### src/rtl/fetch_thread_sched.sv
// rtl/fetch_thread_sched.sv - round-robin 4-thread PC generator feeding the IF/ID register
// Issues one active thread per enabled cycle; branch redirects bypass into the same-cycle fetch.
module fetch_thread_sched #(
  parameter int              PC_W     = 10,
  parameter logic [PC_W-1:0] RESET_PC = '0
) (
  input  logic            clk,
  input  logic            rst_n,
  input  logic            en,
  input  logic [3:0]      thread_active,
  input  logic            br_valid,
  input  logic [1:0]      br_tid,
  input  logic [PC_W-1:0] br_target,
  output logic [PC_W-1:0] IF_pc,
  output logic [1:0]      IF_tid,
  output logic            IF_valid
);

  logic [PC_W-1:0] pc_q [4];
  logic [PC_W-1:0] pc_d [4];
  logic [1:0]      last_tid_q, last_tid_d;
  logic [PC_W-1:0] if_pc_q, if_pc_d;
  logic [1:0]      if_tid_q, if_tid_d;
  logic            if_valid_q, if_valid_d;

  logic [1:0]      sel;
  logic            sel_found;
  logic            issue;
  logic            br_hits_sel;
  logic [PC_W-1:0] addr;

  // Search starts just after the last issued thread and ends on it, so a lone
  // active thread is picked every cycle.
  always_comb begin
    sel       = '0;
    sel_found = 1'b0;
    for (int k = 1; k <= 4; k++) begin
      if (!sel_found && thread_active[last_tid_q + 2'(k)]) begin
        sel       = last_tid_q + 2'(k);
        sel_found = 1'b1;
      end
    end
  end

  assign issue       = en && sel_found;
  assign br_hits_sel = br_valid && (br_tid == sel);
  assign addr        = br_hits_sel ? br_target : pc_q[sel];

  always_comb begin
    for (int i = 0; i < 4; i++) begin
      pc_d[i] = pc_q[i];
      if (issue && (sel == 2'(i))) begin
        pc_d[i] = addr + PC_W'(1);
      end else if (br_valid && (br_tid == 2'(i))) begin
        // Non-issued redirect lands even while stalled or inactive.
        pc_d[i] = br_target;
      end
    end
  end

  always_comb begin
    last_tid_d = last_tid_q;
    if_pc_d    = if_pc_q;
    if_tid_d   = if_tid_q;
    if_valid_d = if_valid_q;
    if (en) begin
      if (sel_found) begin
        last_tid_d = sel;
        if_pc_d    = addr;
        if_tid_d   = sel;
        if_valid_d = 1'b1;
      end else begin
        if_valid_d = 1'b0;
      end
    end
  end

  always_ff @(posedge clk or negedge rst_n) begin
    if (!rst_n) begin
      for (int i = 0; i < 4; i++) begin
        pc_q[i] <= RESET_PC;
      end
      last_tid_q <= 2'd3;
      if_pc_q    <= RESET_PC;
      if_tid_q   <= 2'd0;
      if_valid_q <= 1'b0;
    end else begin
      for (int i = 0; i < 4; i++) begin
        pc_q[i] <= pc_d[i];
      end
      last_tid_q <= last_tid_d;
      if_pc_q    <= if_pc_d;
      if_tid_q   <= if_tid_d;
      if_valid_q <= if_valid_d;
    end
  end

  assign IF_pc    = if_pc_q;
  assign IF_tid   = if_tid_q;
  assign IF_valid = if_valid_q;

endmodule

### config.mk
export PLATFORM = sky130hd
export DESIGN_NAME = fetch_thread_sched
export DESIGN_NICKNAME = d
export VERILOG_FILES = /design/src/rtl/fetch_thread_sched.sv
export SDC_FILE = /design/constraint.sdc
export NUM_CORES = 1
export LEC_CHECK = 0
export ABC_CLOCK_PERIOD_IN_PS = 7300
export BUFFER_PORTS_ARGS = -buffer_cell sky130_fd_sc_hd__buf_2
export CAP_MARGIN = 10
export CORE_MARGIN = 2
export CORE_UTILIZATION = 60
export DETAILED_ROUTE_END_ITERATION = 8
export GPL_ROUTABILITY_DRIVEN = 0
export GPL_TIMING_DRIVEN = 0
export PLACE_DENSITY = 0.81
export SLEW_MARGIN = 15
export SYNTH_ARGS = -nofsm -noshare
export SYNTH_HDL_FRONTEND = slang
export SYNTH_SLANG_ARGS = --single-unit
### constraint.sdc
create_clock -name clk -period 7.3 [get_ports clk]
set_input_delay 1.46 -clock clk [delete_from_list [all_inputs] [get_ports clk]]
set_output_delay 1.46 -clock clk [all_outputs]
set_load 0.01 [all_outputs]
==> results by stage, run 1 <==
Run status:
- The flow ran to the end, and the final reports show no timing, DRC or antenna violations.

Floorplanning:
- The boundary pin count is 33.
- In this run the horizontal extent of the chip is 78.8 um.
- The height of the die is 78.8 um.
- The area of the core region is 0.00547 sq mm.
- The floorplan step defined a die boundary enclosing 0.00621 sq mm.
- The cell row count is 27.
- The initial utilization of the core area, before any placement, comes to 61.4%.

STA:
- The least setup slack across all paths after layout is 3.33 ns.
- Derived from the worst setup path, the maximum achievable clock frequency is 0.252 GHz.
- The final critical-path share of the clock period is 54.3%.
- Setup repair after global routing left no endpoint under its margin.
- The number of endpoints failing setup at the final stage is 0.
- The number of max-slew violations in the final report came to 0.
- Measured against its own limit, the worst slew margin works out to 44.8%.
- Hold timing on the final database bottoms out at a slack of 0.484 ns.
- In the final timing run, aggregate negative setup slack is 0 ns.
- The final number of hold-violating endpoints is 0.
- For the pin with the worst max-slew slack, the measured transition is 0.818 ns.
- The worst path in the final design needs a cycle of 3.97 ns, including I/O delays and setup.
- For the final database, setup skew stands at 0.00917 ns.

CTS:
- The post-CTS clock slew at the launch and capture registers of the worst setup and hold paths is 0.09 ns.
- The number of sinks driven by the clock tree is 55.
- At the later pin of the worst-skew pair, clock insertion delay measures 0.31 ns.
- The count of H-tree levels built during CTS is 2.
- The clock tree root driver cell is clkbuf_8.
- TritonCTS built the clock tree.
- After clock tree synthesis, the repair step resized 0 gates.
- The maximum clock path buffer count is 2.
- Counting the buffers created by CTS gives 5.
- In this run, post-CTS hold repair placed 0 buffers.
- The buffer count from post-CTS setup fixing is 0.

Logic synthesis:
- The distinct cell type count of the synthesized netlist is 53.
- The largest area contributor in the netlist is dfrtp_1.
- The cell count after synthesis came out at 318.
- The per-instance average area after synthesis is 10.6 sq um.
- The share of flip-flops with an asynchronous set or reset after synthesis is 100%.
- The synthesized flop and latch total is 55.
- The total nets after synthesis is 338.
- The cell area that synthesis handed to floorplanning was 0.00336 sq mm.
- For this run, the number of Yosys warnings is 0.
- Summing the sequential cell areas from Yosys gives 41.0% of the chip area.
- Of the post-synthesis cell area, the dominant cell type holds 39.5%.
- In the synthesized netlist, the cells that appear most often are dfrtp_1 (53), nand2_1 (39), mux2_2 (33).
- The number of synthesized flops with an enable pin is 0.
- In the post-synthesis netlist, the cell with the most instances is dfrtp_1.
- Among all flip-flop cells after synthesis, the most frequent one is dfrtp_1.
- In the post-synthesis netlist, the biggest area contributors are dfrtp_1 (39%), mux2_2 (11%), mux4_1 (4.7%), nand2_1 (4.4%), mux2i_1 (3.6%).

Detailed routing:
- The detailed router put a total of 3450 um of wire on met1.
- The detailed-route DRC error count is 0.
- The residual antenna-violating net count after detailed routing is 0.
- The total wirelength of the detailed-routed design is 8550 um.
- In the routed layout, each cell is associated on average with a via count of 6.24.
- The first TritonRoute pass finished after 5 iterations.
- The average wire per cell in the routed design is 20.0 um.
- The highest metal layer with signal wires is met4.
- After the first detailed-routing iteration, the DRC count stood at 270.
- The wire length on met3 is 693 um.
- After detailed routing, the met2 layer carries 4060 um of wire.
- The via count of the routed design is 2670.

Setup path:
- The worst setup path category is primary input to flip-flop.
- The setup check on the worst reg-to-reg path leaves a slack of 4.01 ns.
- For this design, the slowest cell found on the critical path is a31oi_4.
- The delay of the slowest critical-path stage is 0.35 ns.
- The nature of the critical path endpoint is a flip-flop.
- The critical register-to-register path startpoint is last_tid_q[1].
- The worst register-to-register path ends at pc_q[9].
- The launch point of the critical path is thread_active[0].
- STA classifies the critical path startpoint as a primary input.
- The data arrival time at the worst-slack endpoint is 4.13 ns.
- STA puts the critical path data required time at 7.47 ns.
- The worst-path maximum fanout is 7.
- For the worst flop-to-flop path, the logic depth is 11.
- The signal on the critical path passes through buf_2, a21o_2, a31oi_4, xnor2_1, and2_0, clkbuf_1, nand3_1, a22oi_4, nand4_2, xnor2_2, a21oi_1.

Global route:
- The number of antenna violations at the first check in global routing is 0.
- The via count of the first global-routing pass is 2646.
- The global router's overall resource usage is 29.2%.
- Entering global routing, the biggest net connects 56 pins.
- The first global-routing pass estimated 13700 um of wire.
- Global routing finished with a remaining overflow of 0.

Place:
- Summed over all nets, the half-perimeter wirelength after detailed placement is 5710 um.
- In this run the tool buffered the top-level ports with 30 buffer cells.
- Before CTS, the worst setup slack after placement is 3.11 ns.
- The placed standard-cell area is 0.00360 sq mm.

Power:
- Summed over all cells, the static leakage comes to 0.00159 uW.
- The worst IR drop on VDD is 0.141 mV.
- Summing internal, switching and leakage power gives 1380 uW.
- The power density over the cells is 374 mW/mm^2.

Min path:
- The path class of the lowest-slack min-delay path is flip-flop to flip-flop.
- The worst hold path passes through 2 cells.
- The worst hold path terminates at IF_pc[1].
- The launch instance of the worst min-delay path is IF_pc[1].

Cells and area:
- The post-route netlist has 29.5% of its cells at a drive strength greater than 1.
- The number of antenna cells inserted is 0.
- The layout overhead on the synthesized area is 9.76%.
- With fillers left out, the area of the finished cells amounts to 0.00369 sq mm.
- The final-layout fill cell count is 439.
- In the final design database the tool counted 375 nets.

Job:
- Across the run, the number of max-cap violations was 0.
==> layer usage <==
layer	vias up	global-route usage (%)
met5	-	0
met4	0	14.7
met3	37	5.34
met2	147	43.9
met1	1260	41.0
li1	1226	-
==> cells by family after synthesis <==
| logic type | share of synthesized area (%) |
|---|---|
| flops | 41.0 |
| buf+inv | 3.39 |
| mux | 21.8 |
| compound gates | 15.5 |
| xor+xnor | 5.14 |
| simple gates | 13.2 |
==> layout by cell type, fill, tap and decap left out, types with 2 or more instances in the layout <==
cell      Yosys  routed
a21o_1        3       3
a21oi_1      22      22
a31oi_1       6       6
buf_1         3       3
buf_2         3      32
buf_4         2       3
clkbuf_1      9      10
clkbuf_8      0       5
dfrtp_1      53      53
dfstp_2       2       2
inv_1         2       2
mux2_2       33      33
mux2i_1      12      12
mux4_1        6       6
mux4_2        3       3
nand2_1      39      39
nand2_2       2       2
nand2b_1      2       2
nand3_1       8       8
nand3_2       2       2
nand3b_1      3       3
nand4_2       2       2
nor2_1       32      32
nor3_1        2       2
o21a_1        2       2
o21ai_0      20      20
o21ai_1      12      12
xnor2_1       3       3
xnor2_2       2       2
xor2_1        3       3
xor2_2        2       2
==> power by group <==
group	leakage (uW)	internal, uW	switching [uW]
sequential	0.000642	448	75.1
clock	0.0000412	67.4	101
combinational	0.000909	307	380
==> critical path: cells and delay by family <==
family	cells	cell delay (ns)
compound gates	4	1.02
xor+xnor	2	0.52
buf+inv	2	0.46
simple gates	3	0.65
==> stage by stage <==
stage | util [%] | std cells
after floorplan | - | 318
after global placement | 65.8 | 420
after detailed placement | 65.8 | 420
after CTS | 67.4 | 428
after global routing | 67.4 | 428
final | 67.4 | 428
==> state kept, by name, indices dropped and copies added, names as in the netlist <==
name and count:
IF_tid 2, IF_valid 1, IF_pc 10, last_tid_q 2, pc_q 40
==> cell type report <==
class	count	area, sq um	share of cell area [%]
buffer	19	106	2.88
clock buffer	6	72.6	1.97
clock inverter	2	12.5	0.339
inverter	2	7.51	0.204
multi-input combinational	242	1870	50.6
sequential	55	1380	37.4
tap	72	90.1	2.44
timing repair buffer	30	153	4.14
==> how the worst max path moves through the flow <==
stage | to | cells after the start
floorplan | pc_q[9] | 11
global placement | pc_q[9] | 11
detailed placement | pc_q[19] | 11
CTS | pc_q[9] | 11
global route | pc_q[19] | 11
finish | pc_q[9] | 11
No activity file was read; power rests on OpenSTA's default activity.
==> run 2: changes to the inputs <==
--- a/config.mk
+++ b/config.mk
@@ -5,15 +5,16 @@
 export SDC_FILE = /design/constraint.sdc
 export NUM_CORES = 1
 export LEC_CHECK = 0
-export ABC_CLOCK_PERIOD_IN_PS = 7300
+export ABC_AREA = 1
+export ABC_CLOCK_PERIOD_IN_PS = 3400
 export BUFFER_PORTS_ARGS = -buffer_cell sky130_fd_sc_hd__buf_2
 export CAP_MARGIN = 10
 export CORE_MARGIN = 2
-export CORE_UTILIZATION = 60
+export CORE_UTILIZATION = 54
 export DETAILED_ROUTE_END_ITERATION = 8
 export GPL_ROUTABILITY_DRIVEN = 0
 export GPL_TIMING_DRIVEN = 0
-export PLACE_DENSITY = 0.81
+export PLACE_DENSITY = 0.76
 export SLEW_MARGIN = 15
 export SYNTH_ARGS = -nofsm -noshare
 export SYNTH_HDL_FRONTEND = slang
==> constraint.sdc (replaced) <==
create_clock -name clk -period 3.4 [get_ports clk]
set_input_delay 0.68 -clock clk [delete_from_list [all_inputs] [get_ports clk]]
set_output_delay 0.68 -clock clk [all_outputs]
set_load 0.01 [all_outputs]
==> run 2 against run 1 <==
  * Global-route usage is 0.38 points higher
  * Clock skew up 0.0056 ns
  * First-iteration DRC count increased by 31%
  * Register-to-register slack worse by 3.8 ns
  * Synthesized cell count is 65% higher
  * Count of clock-buffer cells in the layout is 1 lower
  * Via count rose by 38%
  * Setup slack lost 3.1 ns
  * Critical path depth is 5 higher
  * Hold slack worse by 0.095 ns
  * Design area rose by 7.0%
  * Largest cell class unchanged
  * Highest routed layer unchanged
==> results by stage, run 2 <==
CTS:
- The later-pin clock latency in the skew report is 0.33 ns.
- For this design, the sink count on the clock tree is 55.
- The count of H-tree levels built during CTS is 2.
- After clock tree synthesis, the clock-pin slew on the worst setup and hold paths is 0.12 ns.
- TritonCTS built the clock tree.
- The TritonCTS buffer count is 5.
- The longest clock path from root to sink contains 2 buffers.
- CTS placed an instance of clkbuf_8 at the clock tree root.

STA:
- In the post-route analysis, the smallest setup slack over all paths is 0.237 ns.
- The number of endpoints failing setup at the final stage is 0.
- Setup repair after global routing left no endpoint under its margin.
- The number of max-slew violations in the final report is 0.
- The normalized max-slew margin is 27.1%.
- The worst-case clock skew is 0.0148 ns.
- The smallest clock period supported by the final layout is computed as 3.16 ns.
- The highest attainable clock frequency is 0.316 GHz.
- The setup TNS after final layout is 0 ns.
- After layout, the worst path uses 93.0% of the clock period.
- The final number of hold-violating endpoints is 0.
- At the pin with the least slew margin, the transition time is 1.08 ns.

Floorplanning:
- The chip width is 85.2 um.
- The cell row count is 29.
- The region available for standard cell placement spans 0.00635 sq mm.
- The initial cell density of the core is 56.0%.
- The boundary pin count is 33.
- The die covers 0.00725 sq mm.
- In this run the vertical extent of the chip is 85.2 um.

Cells and area:
- The share of final-layout standard cells stronger than drive strength 1 is 17.6%.
- The count of cells in the finished layout, fillers not included, comes to 644.
- The layout overhead on the synthesized area is 10.9%.
- The count of nets after finishing is 586.
- The number of flip-flops in the largest register is 40.
- The register containing the most flip-flops in the final layout is pc_q.
- Leaving out fill and tap cells, the most frequent cells in the layout are nand2_1 (193), dfrtp_1 (53), inv_1 (52).
- Leaving out fill and tap cells, the most frequent cell in the layout is nand2_1.
- The repair_antennas step left the layout with diodes totalling 0.

Logic synthesis:
- The number of synthesized flops with an enable pin is 0.
- dfrtp_1 takes more of the synthesized area than any other cell.
- The summed instance area of the synthesized netlist is 0.00356 sq mm.
- The total number of yosys warnings is 0.
- Counting every net in the synthesized netlist gives 544.
- Counting flops and latches in the post-synthesis netlist gives 55.
- In this run, distinct cell masters in the synthesized netlist total 35.
- Counting instances in the post-synthesis netlist gives the leading cell types as nand2_1 (195), dfrtp_1 (53), inv_1 (52).
- After synthesis, the largest area contributor takes up 37.3% of total cell area.
- By area the synthesized netlist is led by dfrtp_1 (37%), nand2_1 (21%), nand3_1 (6.5%), inv_1 (5.5%), o21ai_0 (5.3%).
- The cell with the most instances after synthesis is nand2_1.
- Among all flip-flop cells after synthesis, the most frequent one is dfrtp_1.
- Of the synthesized area, sequential elements account for 38.7%.
- The share of flip-flops with an asynchronous set or reset after synthesis is 100%.
- Synthesis handed over a netlist of 524 instances.
- In this run the mean area of a mapped cell was 6.79 sq um.

Global route:
- The global-route congestion overflow total is 0.
- The first-pass GRT wire length is 17000 um.
- Global routing used 29.6% of the available tracks across all layers.
- The largest net degree at the start of global routing is 56.
- The via count of the first global-routing pass is 3427.
- The number of antenna violations at the first check in global routing is 0.

Detailed routing:
- The via count of the routed design is 3692.
- The residual antenna-violating net count after detailed routing is 0.
- The length of the first detailed-routing pass in iterations is 6.
- After the first detailed-routing iteration, the DRC count stood at 354.
- Dividing the detail-routed via count by the number of cells gives 5.73.
- For this run, design rule violations remaining after detail routing come to 0.
- The total wirelength of the detailed-routed design is 10200 um.
- The average wire per cell in the routed design is 15.8 um.

Setup path:
- The data arrival time at the worst-slack endpoint is 3.38 ns.
- The worst setup path category is flip-flop to flip-flop.
- The data required time of the critical path is 3.62 ns.
- In this run the worst path has a maximum fanout of 10.
- The nature of the critical path endpoint is a flip-flop.
- The worst setup path is launched from a flip-flop.

Place:
- The total half-perimeter wirelength after legalization and detailed placement is 7310 um.
- OpenSTA, run right after detailed placement, puts the worst setup slack at 0.0622 ns.
- The placed cell count is 633.
- The number of input and output port buffers inserted is 32.

Run status:
- The run finished with clean final reports.

Job:
- The count of max-cap constraint violations is 0.

Min path:
- The path class of the tightest hold or removal check is primary input to asynchronous set/reset pin.
## run 2: cell types whose count changed after synthesis, moves of 6 or more
cell      delta
nand3_1     +38
o21ai_0     +18
a21oi_1     -15
mux2_2      -33
nand2_1    +156
nand2_2     +14
mux4_1       -6
inv_2        +6
mux2i_1     -12
o211ai_1     +9
inv_1       +50
## run 2: worst paths after layout
| kind | start | endpoint | slack (ns) | cells past startpoint |
|---|---|---|---|---|
| setup / recovery | last_tid_q[0] | pc_q[23] | 0.24 | 16 |
| hold / removal | rst_n | IF_pc[3] | 0.39 | 1 |
| setup reg to reg | last_tid_q[0] | pc_q[23] | 0.24 | 16 |
| hold reg to reg | IF_tid[0] | IF_tid[0] | 0.49 | 2 |
| max in group asynchronous | rst_n | pc_q[1] | 2.53 | 1 |
| min in group clk | IF_tid[0] | IF_tid[0] | 0.49 | 2 |
## run 2: cells by family after synthesis
group,count (synthesis),share of synthesized area (%)
compound gates,80,13.0
buf+inv,74,8.79
simple gates,313,38.9
xor+xnor,2,0.492
flops,55,38.7
## run 2: worst max-delay path, stage by stage (launching register included)
cell and delay (ns):
dfstp_2 0.54, buf_6 0.13, nand2_1 0.07, nand2_1 0.12, nand2_1 0.08, nand2_1 0.10, nor2_4 0.06, nand3b_2 0.09
buf_6 0.16, nand2_1 0.15, inv_1 0.18, nand2_1 0.13, nor2_2 0.50, inv_1 0.14, clkbuf_1 0.31, o21ai_0 0.24
nand2_1 0.06
## run 2: layout make-up
type / instances / area [sq um]
sequential: 55 / 1380
clock buffer: 5 / 68.8
timing repair buffer: 35 / 185
inverter: 59 / 224
clock inverter: 3 / 25.0
tap: 77 / 96.3
buffer: 15 / 88.8
multi-input combinational: 395 / 1880
fill: 614 / 2400
## run 2: per-layer routing
metal | part of all wire (%) | global-route usage (%) | up-vias
met5 | 0 | 0 | -
met4 | 2.6 | 9.52 | 0
met3 | 11 | 5.74 | 30
met2 | 44 | 44.7 | 228
met1 | 43 | 42.9 | 1673
li1 | - | - | 1761
## run 2: through the flow
step           utilization (%)  hold slack [ns]  area [sq um]
2_1_floorplan                -            0.384          3560
3_3_place_gp              60.1            0.457          3810
3_5_place_dp              60.1            0.461          3820
4_1_cts                   61.6            0.429          3910
5_1_grt                   62.1            0.448          3950
6_report                  62.1            0.389          3950
## run 2: repair_timing
action                                  4_1_cts  5_1_grt
hold buffers                                  0        0
endpoints found under the setup margin        0       22
gates resized for setup                       0        5
setup buffers                                 0        3
Power of run 2 is not shown: default switching activity piles up to over one toggle a cycle in this logic, so the estimate is an artifact.
